===== config.mk =====
export PLATFORM = sky130hd
export DESIGN_NAME = product_bcd_converter
export DESIGN_NICKNAME = d
export VERILOG_FILES = /design/src/rtl/product_bcd_converter.sv
export SDC_FILE = /design/constraint.sdc
export NUM_CORES = 1
export LEC_CHECK = 0
export BUFFER_PORTS_ARGS = -buffer_cell sky130_fd_sc_hd__buf_2
export CORE_MARGIN = 8
export CORE_UTILIZATION = 55
export CTS_BUF_LIST = sky130_fd_sc_hd__clkbuf_4 sky130_fd_sc_hd__clkbuf_8
export DETAILED_ROUTE_END_ITERATION = 12
export HOLD_SLACK_MARGIN = 0.03
export PLACE_DENSITY = 0.77
export SKIP_LAST_GASP = 1
export SLEW_MARGIN = 40
export SYNTH_ARGS = -nofsm -noshare
export SYNTH_HDL_FRONTEND = slang
export SYNTH_SLANG_ARGS = --single-unit

===== constraint.sdc =====
create_clock -name Clk -period 3.6 [get_ports Clk]
set_input_delay 0.18 -clock Clk [delete_from_list [all_inputs] [get_ports Clk]]
set_output_delay 0.18 -clock Clk [all_outputs]
set_load 0.01 [all_outputs]

===== src/rtl/product_bcd_converter.sv =====
// Signed/unsigned binary-to-BCD converter for the multiplier product.
// Iterative double-dabble: one input bit per clock, MSB first.
//
// Handshake: Start is sampled only while IDLE; a sampled Start captures Product
// and Signed_Mode. Busy is high while bits are being shifted. Done is a
// one-cycle pulse, and BCD/Neg are valid from that cycle until the next Done.
// Start is ignored outside IDLE, so holding it high does not queue a second run.
module product_bcd_converter #(
    parameter int WIDTH  = 16,
    parameter int DIGITS = 5
) (
    input  logic                  Clk,
    input  logic                  Reset,
    input  logic                  Start,
    input  logic                  Signed_Mode,
    input  logic [WIDTH-1:0]      Product,
    output logic                  Busy,
    output logic                  Done,
    output logic                  Neg,
    output logic [4*DIGITS-1:0]   BCD,
    output logic [1:0]            state_dbg
);

    localparam int CW = $clog2(WIDTH) + 1;
    localparam logic [CW-1:0] LAST = CW'(WIDTH - 1);

    typedef enum logic [1:0] {
        IDLE = 2'd0,
        CONV = 2'd1,
        DONE = 2'd2
    } state_t;

    state_t              state;
    state_t              next_state;
    logic [WIDTH-1:0]    mag;
    logic [4*DIGITS-1:0] scratch;
    logic [4*DIGITS-1:0] adj;
    logic [4*DIGITS-1:0] shifted;
    logic [CW-1:0]       count;
    logic                neg_s;

    // State register.
    always_ff @(posedge Clk or posedge Reset) begin
        if (Reset) begin
            state <= IDLE;
        end else begin
            state <= next_state;
        end
    end

    // Next-state logic: IDLE waits for Start, CONV runs WIDTH shifts, DONE lasts one cycle.
    always_comb begin
        next_state = state;
        case (state)
            IDLE:    if (Start) next_state = CONV;
            CONV:    if (count == LAST) next_state = DONE;
            DONE:    next_state = IDLE;
            default: next_state = IDLE;
        endcase
    end

    // Add-3 correction on every digit >= 5, then shift in the next magnitude bit.
    always_comb begin
        adj = scratch;
        for (int i = 0; i < DIGITS; i++) begin
            if (scratch[4*i +: 4] >= 4'd5) begin
                adj[4*i +: 4] = scratch[4*i +: 4] + 4'd3;
            end
        end
        shifted = {adj[4*DIGITS-2:0], mag[WIDTH-1]};
    end

    // Datapath: capture on accepted Start, shift during CONV, publish on the last shift.
    always_ff @(posedge Clk or posedge Reset) begin
        if (Reset) begin
            mag     <= '0;
            scratch <= '0;
            count   <= '0;
            neg_s   <= 1'b0;
            BCD     <= '0;
            Neg     <= 1'b0;
        end else begin
            case (state)
                IDLE: begin
                    if (Start) begin
                        // Two's complement negate; 0x8000 maps to itself, which is
                        // the correct magnitude when read as unsigned.
                        mag     <= (Signed_Mode & Product[WIDTH-1]) ? (~Product + 1'b1) : Product;
                        neg_s   <= Signed_Mode & Product[WIDTH-1];
                        scratch <= '0;
                        count   <= '0;
                    end
                end
                CONV: begin
                    scratch <= shifted;
                    mag     <= {mag[WIDTH-2:0], 1'b0};
                    count   <= count + 1'b1;
                    if (count == LAST) begin
                        BCD <= shifted;
                        Neg <= neg_s;
                    end
                end
                default: begin
                end
            endcase
        end
    end

    assign Busy      = (state == CONV);
    assign Done      = (state == DONE);
    assign state_dbg = state;

endmodule


Word-level counts from Yosys, hierarchy flattened
Cells that the tools add are included.
Widths: inputs -> output; s select.
{"block": "totals", "input_bits": 20, "wordCells": 47, "regBits": 65}
{"block": "classes", "magnitude_cmp": 5, "n_addsub": 7, "n_eq_ne": 5, "n_reduce_logical": 6, "bitwise_logic": 2, "n_mux": 15}
{"op": "$pmux 20 s2", "count": 1}
{"op": "$mux 16", "count": 2}
{"op": "$pmux 16 s2", "count": 1}
{"op": "$ge 4x3->1 const B", "count": 5}
{"op": "$mux 20", "count": 1}
{"op": "$add 16x1->16 const B", "count": 1}
{"op": "$add 4x2->4 const B", "count": 4}
{"op": "$mux 4", "count": 4}
{"op": "$not 16->16", "count": 1}
{"op": "$pmux 5 s2", "count": 1}
{"op": "$reduce_and 2->1", "count": 4}
{"op": "$add 5x1->5 const B", "count": 1}
{"op": "$eq 5x4->1 const B", "count": 1}
{"op": "$mux 5", "count": 1}
{"op": "$mux 2", "count": 2}
{"op": "$pmux 2 s2", "count": 1}
{"op": "$add 3x2->3 const B", "count": 1}
{"op": "$mux 3", "count": 1}
{"op": "$eq 2x1->1 const B", "count": 1}
{"op": "$eq 2x2->1 const B", "count": 1}
{"op": "$logic_not 2->1", "count": 1}
{"op": "$ne 2x1->1 const B", "count": 1}
{"op": "$ne 2x2->1 const B", "count": 1}
{"op": "$reduce_bool 2->1", "count": 1}
{"op": "$and 1x1->1", "count": 1}

Logic depth before layout (Yosys ltp)
{"block": "logic_depth", "depth_word": 5, "mapped_depth": 8, "ltp_nobuf": 7}

Least setup slack after synthesis
OpenSTA, ideal clock, no wires.
{"block": "synth_path", "path_type": "register to register", "start": "register count[0]", "end": "register BCD[0]", "n_path_buf": 1, "t_arrival_ps": 1541, "path_stages_with_launch": 7, "period_less_slack_ps": 1665, "setup_slack_ps": 1935, "path_cell_list": "dfrtp_1 > ha_1 > and3_1 > ha_1 > nand2_1 > buf_2 > mux2_2"}
{"block": "synth_via", "elab_chain_len": 2}
{"item": "from (decl)", "line": "39", "rtl": "logic [CW-1:0] count;"}
{"item": "from (signal assigned)", "line": "97", "rtl": "count <= count + 1'b1;"}
{"item": "$eq 5x4->1", "line": "98", "rtl": "if (count == LAST) begin"}
{"item": "$reduce_and 2->1 (no source line)"}
{"item": "to (signal assigned)", "line": "99", "rtl": "BCD <= shifted;"}
{"item": "to (decl)", "line": "20", "rtl": "output logic [4*DIGITS-1:0] BCD,"}
No other way between the ends.
A chain may end at the register's enable or synchronous reset.

Final worst setup path
{"block": "layout_path", "start": "register state[1], in the netlist state_dbg[1]", "end": "register BCD[11]"}
{"block": "layout_via", "elab_chain_len": 2}
{"item": "from (decl)", "line": "33", "rtl": "state_t state;"}
{"item": "from (signal assigned)", "line": "47", "rtl": "state <= next_state;"}
{"item": "$eq 2x1->1", "line": "83", "rtl": "case (state)"}
{"item": "$reduce_and 2->1 (no source line)"}
No other way between the ends.

==> impl.org <==
** Run status
- Result of the run :: finished, final reports clean

** Route
- Wire length after detailed routing :: 6.81 mm
- For this block, the initial DRC count from the detailed router was between 80 and 90.
- Residual antenna-violating net count after detailed routing :: 0
- Routed via count :: 2,516
- # DRC :: 0
- First-pass detailed-route iteration total :: 4
- Post-detailed-route via-to-cell ratio :: 5.52
- After detailed routing, the average wire length per cell comes to 14.9 um.

** Timing
- The count of pins over their slew limit came to 0.
- Derived from the worst setup path, the maximum achievable clock frequency is 479 MHz.
- At the pin with the least slew margin, the transition time is 652 ps.
- Setup total negative slack on the finished layout was measured at 0 ps.
- Hold Fails Final Rpt :: 0
- Between clock sinks in the finished design, the worst skew comes to 7.25 ps.
- Setup repair after global routing left no endpoint under its margin.
- Final setup violating endpoints :: 0
- The routed design could run at a clock period as short as 2090 ps.
- Fin crit share :: 0.580
- Normalized max-slew margin :: 0.565

** Power
- Total power per unit cell area :: 877 nW/um2
- In this run the static leakage power is ~1.7 nW.
- Peak supply drop :: 410 uV
- Tot Pwr :: 3.30 mW

** Logic synthesis
- Mapped Nets :: 364
- Area of the mapped netlist :: 3260 um2
- Cell type with the largest total area after synthesis :: sky130_fd_sc_hd__dfrtp_1
- For this run, the leading register cell type out of synthesis is sky130_fd_sc_hd__dfrtp_1.
- Counting flops with an async set or reset pin after synthesis yields a share of 1.00.
- In this run, synthesis inferred 0 flip-flops with an integrated enable.
- Number of storage elements in the synthesis netlist :: 65
- The share of the Yosys chip area taken by registers is 0.498.
- Average cell area after synthesis :: just under 10 um2
- Area share of the largest cell type after synthesis :: 0.498
- The number of different library cells used by synthesis comes to 39.
- Instance count of the mapped netlist :: 331
- Yosys printed 0 warnings.
- By area the synthesized netlist is led by sky130_fd_sc_hd__dfrtp_1, sky130_fd_sc_hd__o21ai_0, sky130_fd_sc_hd__ha_1.

** Worst setup path
- Category of the most critical setup path :: flop to flop
- The kind of cell with the highest combined delay along the critical path is buffers and inverters.
- Worst Path Required :: 3860 ps
- In this design, the critical path's most frequently occurring cell is sky130_fd_sc_hd__inv_1.
- Endpoint kind of the worst setup timing path :: flop
- Together, buffers and inverters on the worst path number 4.
- Critical path, cell by cell :: inv_1 -> nand2_1 -> inv_1 -> nand2_1 -> buf_4 -> inv_1 -> nor2_1 -> a31oi_1
- Largest stage delay, worst path :: 450 ps
- Data arrival at the endpoint of the critical path :: between 2000 and 2500 ps
- Of all nets on the critical path, the largest fanout is 31.
- On the critical path, the stage with the largest delay is an instance of sky130_fd_sc_hd__inv_1.
- Nature of the critical path startpoint :: flop

** Placement
- Placed cell areas :: 3530 um2
- Hpwl dp :: 4.97 mm
- Placer congestion estimate :: 0.825
- Count of buffers inserted at the top-level ports :: 44

** GRT
- The via count of the first global-routing pass is 2,597.
- Number of antenna violations at the first check in global routing :: 0
- First-pass GRT wire length :: approximately 12 mm
- Total global-route track usage :: 0.172
- Global-route congestion overflow total :: 0
- Maximum number of pins on one net before global-route repair :: 40

** Clock tree
- The clock passes through at most 2 buffers.
- Post-CTS Setup Repair Bufs :: 0
- CTS clock-pin slew for the worst setup and hold paths :: 70 ps
- Cell at the root of the clock tree :: sky130_fd_sc_hd__clkbuf_8
- CTS saw 65 sinks.
- For the worst-skew pair, the clock arrives at the later sink with an insertion delay of 330 ps.
- Clock tree from TritonCTS :: built
- Number of buffers inserted during clock tree synthesis :: 9
- H-tree depth reported by CTS :: 3

** Flow run
- Max-cap violations in this run came to 0.

** Cells and area
- Compared with the post-synthesis result, the final layout area differs by 15.4%.
- In the layout the commonest cells are sky130_fd_sc_hd__dfrtp_1, sky130_fd_sc_hd__o21ai_0, sky130_fd_sc_hd__buf_2, sky130_fd_sc_hd__nand2_1, sky130_fd_sc_hd__inv_1.
- Most common library cell in the layout ignoring fill and taps :: sky130_fd_sc_hd__dfrtp_1
- Layout cell share with drive strength beyond 1 :: 0.216
- In the final design database the tool counted 409 nets.
- Final instance area :: 3760 um2
- Fill cells in the final layout number 490.

** Floorplan
- Initial core utilization :: 0.561
- The floorplan has 28 rows.
- The die covers 8650 um2.
- During I/O placement, the number of pins put on the boundary was 45.
- The total area inside the core boundary comes to approximately 5800 um2.
- From bottom edge to top edge, the die measures between 90 and 100 um.
- The die is about 93 um wide.

** Worst hold path
- In this run the worst hold path is classified as input pin to flop.
-- worst reg2reg max path: stages, from the launching register on --
cell                      delay, ps
sky130_fd_sc_hd__dfrtp_1        420
sky130_fd_sc_hd__inv_1          170
sky130_fd_sc_hd__nand2_1        100
sky130_fd_sc_hd__inv_1          450
sky130_fd_sc_hd__nand2_1        110
sky130_fd_sc_hd__buf_4          240
sky130_fd_sc_hd__inv_1          310
sky130_fd_sc_hd__nor2_1          80
sky130_fd_sc_hd__a31oi_1        150
-- registers in the layout, indices dropped and copies added (netlist names) --
register and flops:
mag 16, state_dbg 2, count 5, scratch 20, Neg 1, neg_s 1
BCD 20
-- worst paths after layout --
path | from | end | slack (ps) | cells past startpoint
min | Signed_Mode | mag[15] | 120 | 2
max | state_dbg[1] | BCD[11] | 1510 | 8
min in group asynchronous | Reset | BCD[0] | 470 | 3
max in group asynchronous | Reset | scratch[12] | 2340 | 4
min reg2reg | BCD[18] | BCD[18] | 470 | 2
max reg2reg | state_dbg[1] | BCD[11] | 1510 | 8
-- area by class of cell --
cell class | count | area [um2] | share of cell area
sequential | 65 | 1630 | 0.432
multi-input combinational | 233 | 1500 | 0.397
clock inverter | 3 | 65.1 | 0.0173
tap | 75 | 93.8 | 0.0249
timing repair buffer | 49 | 260 | 0.0691
clock buffer | 12 | 153 | 0.0405
antenna | 1 | 2.50 | 0.000665
inverter | 18 | 68.8 | 0.0183
-- repair_timing --
action	4_1_cts	5_1_grt
resized for setup	0	0
hold endpoints to repair	38	0
hold buffers	1	0
-- report_power, final --
part | leakage [nW] | switching, mW | internal [mW]
sequential | 0.815 | 0.219 | 1.06
clock | 0.113 | 0.262 | 0.420
combinational | 0.782 | 0.769 | 0.573
-- cell families (layout without fill, tap and decap cells) --
logic type               after synthesis  in the layout  synth area share
multiplexers                           8              8            0.0272
adder cells (fa/ha/maj)               13             13            0.0498
buffers and inverters                 33             82            0.0433
flip-flops                            65             65             0.498
other                                  0              1                 0
XOR/XNOR                              18             18            0.0483
AO/OA/AOI/OAI                        109            109             0.197
AND/OR/NAND/NOR                       85             85             0.136
-- synth_stat cells (all sizes together) (2+ instances only) --
library cell and n:
and3 2, a21oi 15, nor2 15, clkbuf 6, or3b 5, nor3b 5
nand3 4, xor2 5, mux2 7, dfrtp 65, xnor2 13, buf 9
nor3 8, nand2 35, inv 18, a31oi 7, o22ai 12, o21ai 57
nand2b 7, a22oi 12, ha 13
-- stage by stage --
step	hold WS (ps)	util	setup WS, ps	std cells
5_1_grt	105	0.647	1280	455
4_1_cts	92.1	0.647	1520	455
6_report	118	0.647	1510	456
3_3_place_gp	365	0.608	1640	439
2_1_floorplan	310	-	1790	331
3_5_place_dp	388	0.608	1540	439
-- layer usage --
metal  track usage  routed length [um]  up-vias
met1         0.193                2920     1187
met4        0.0725                  87        0
met3        0.0601                 381        5
met5             0                   0        -
met2         0.292                3420       53
li1              -                   -     1271
(Power assumes the default switching activity.)
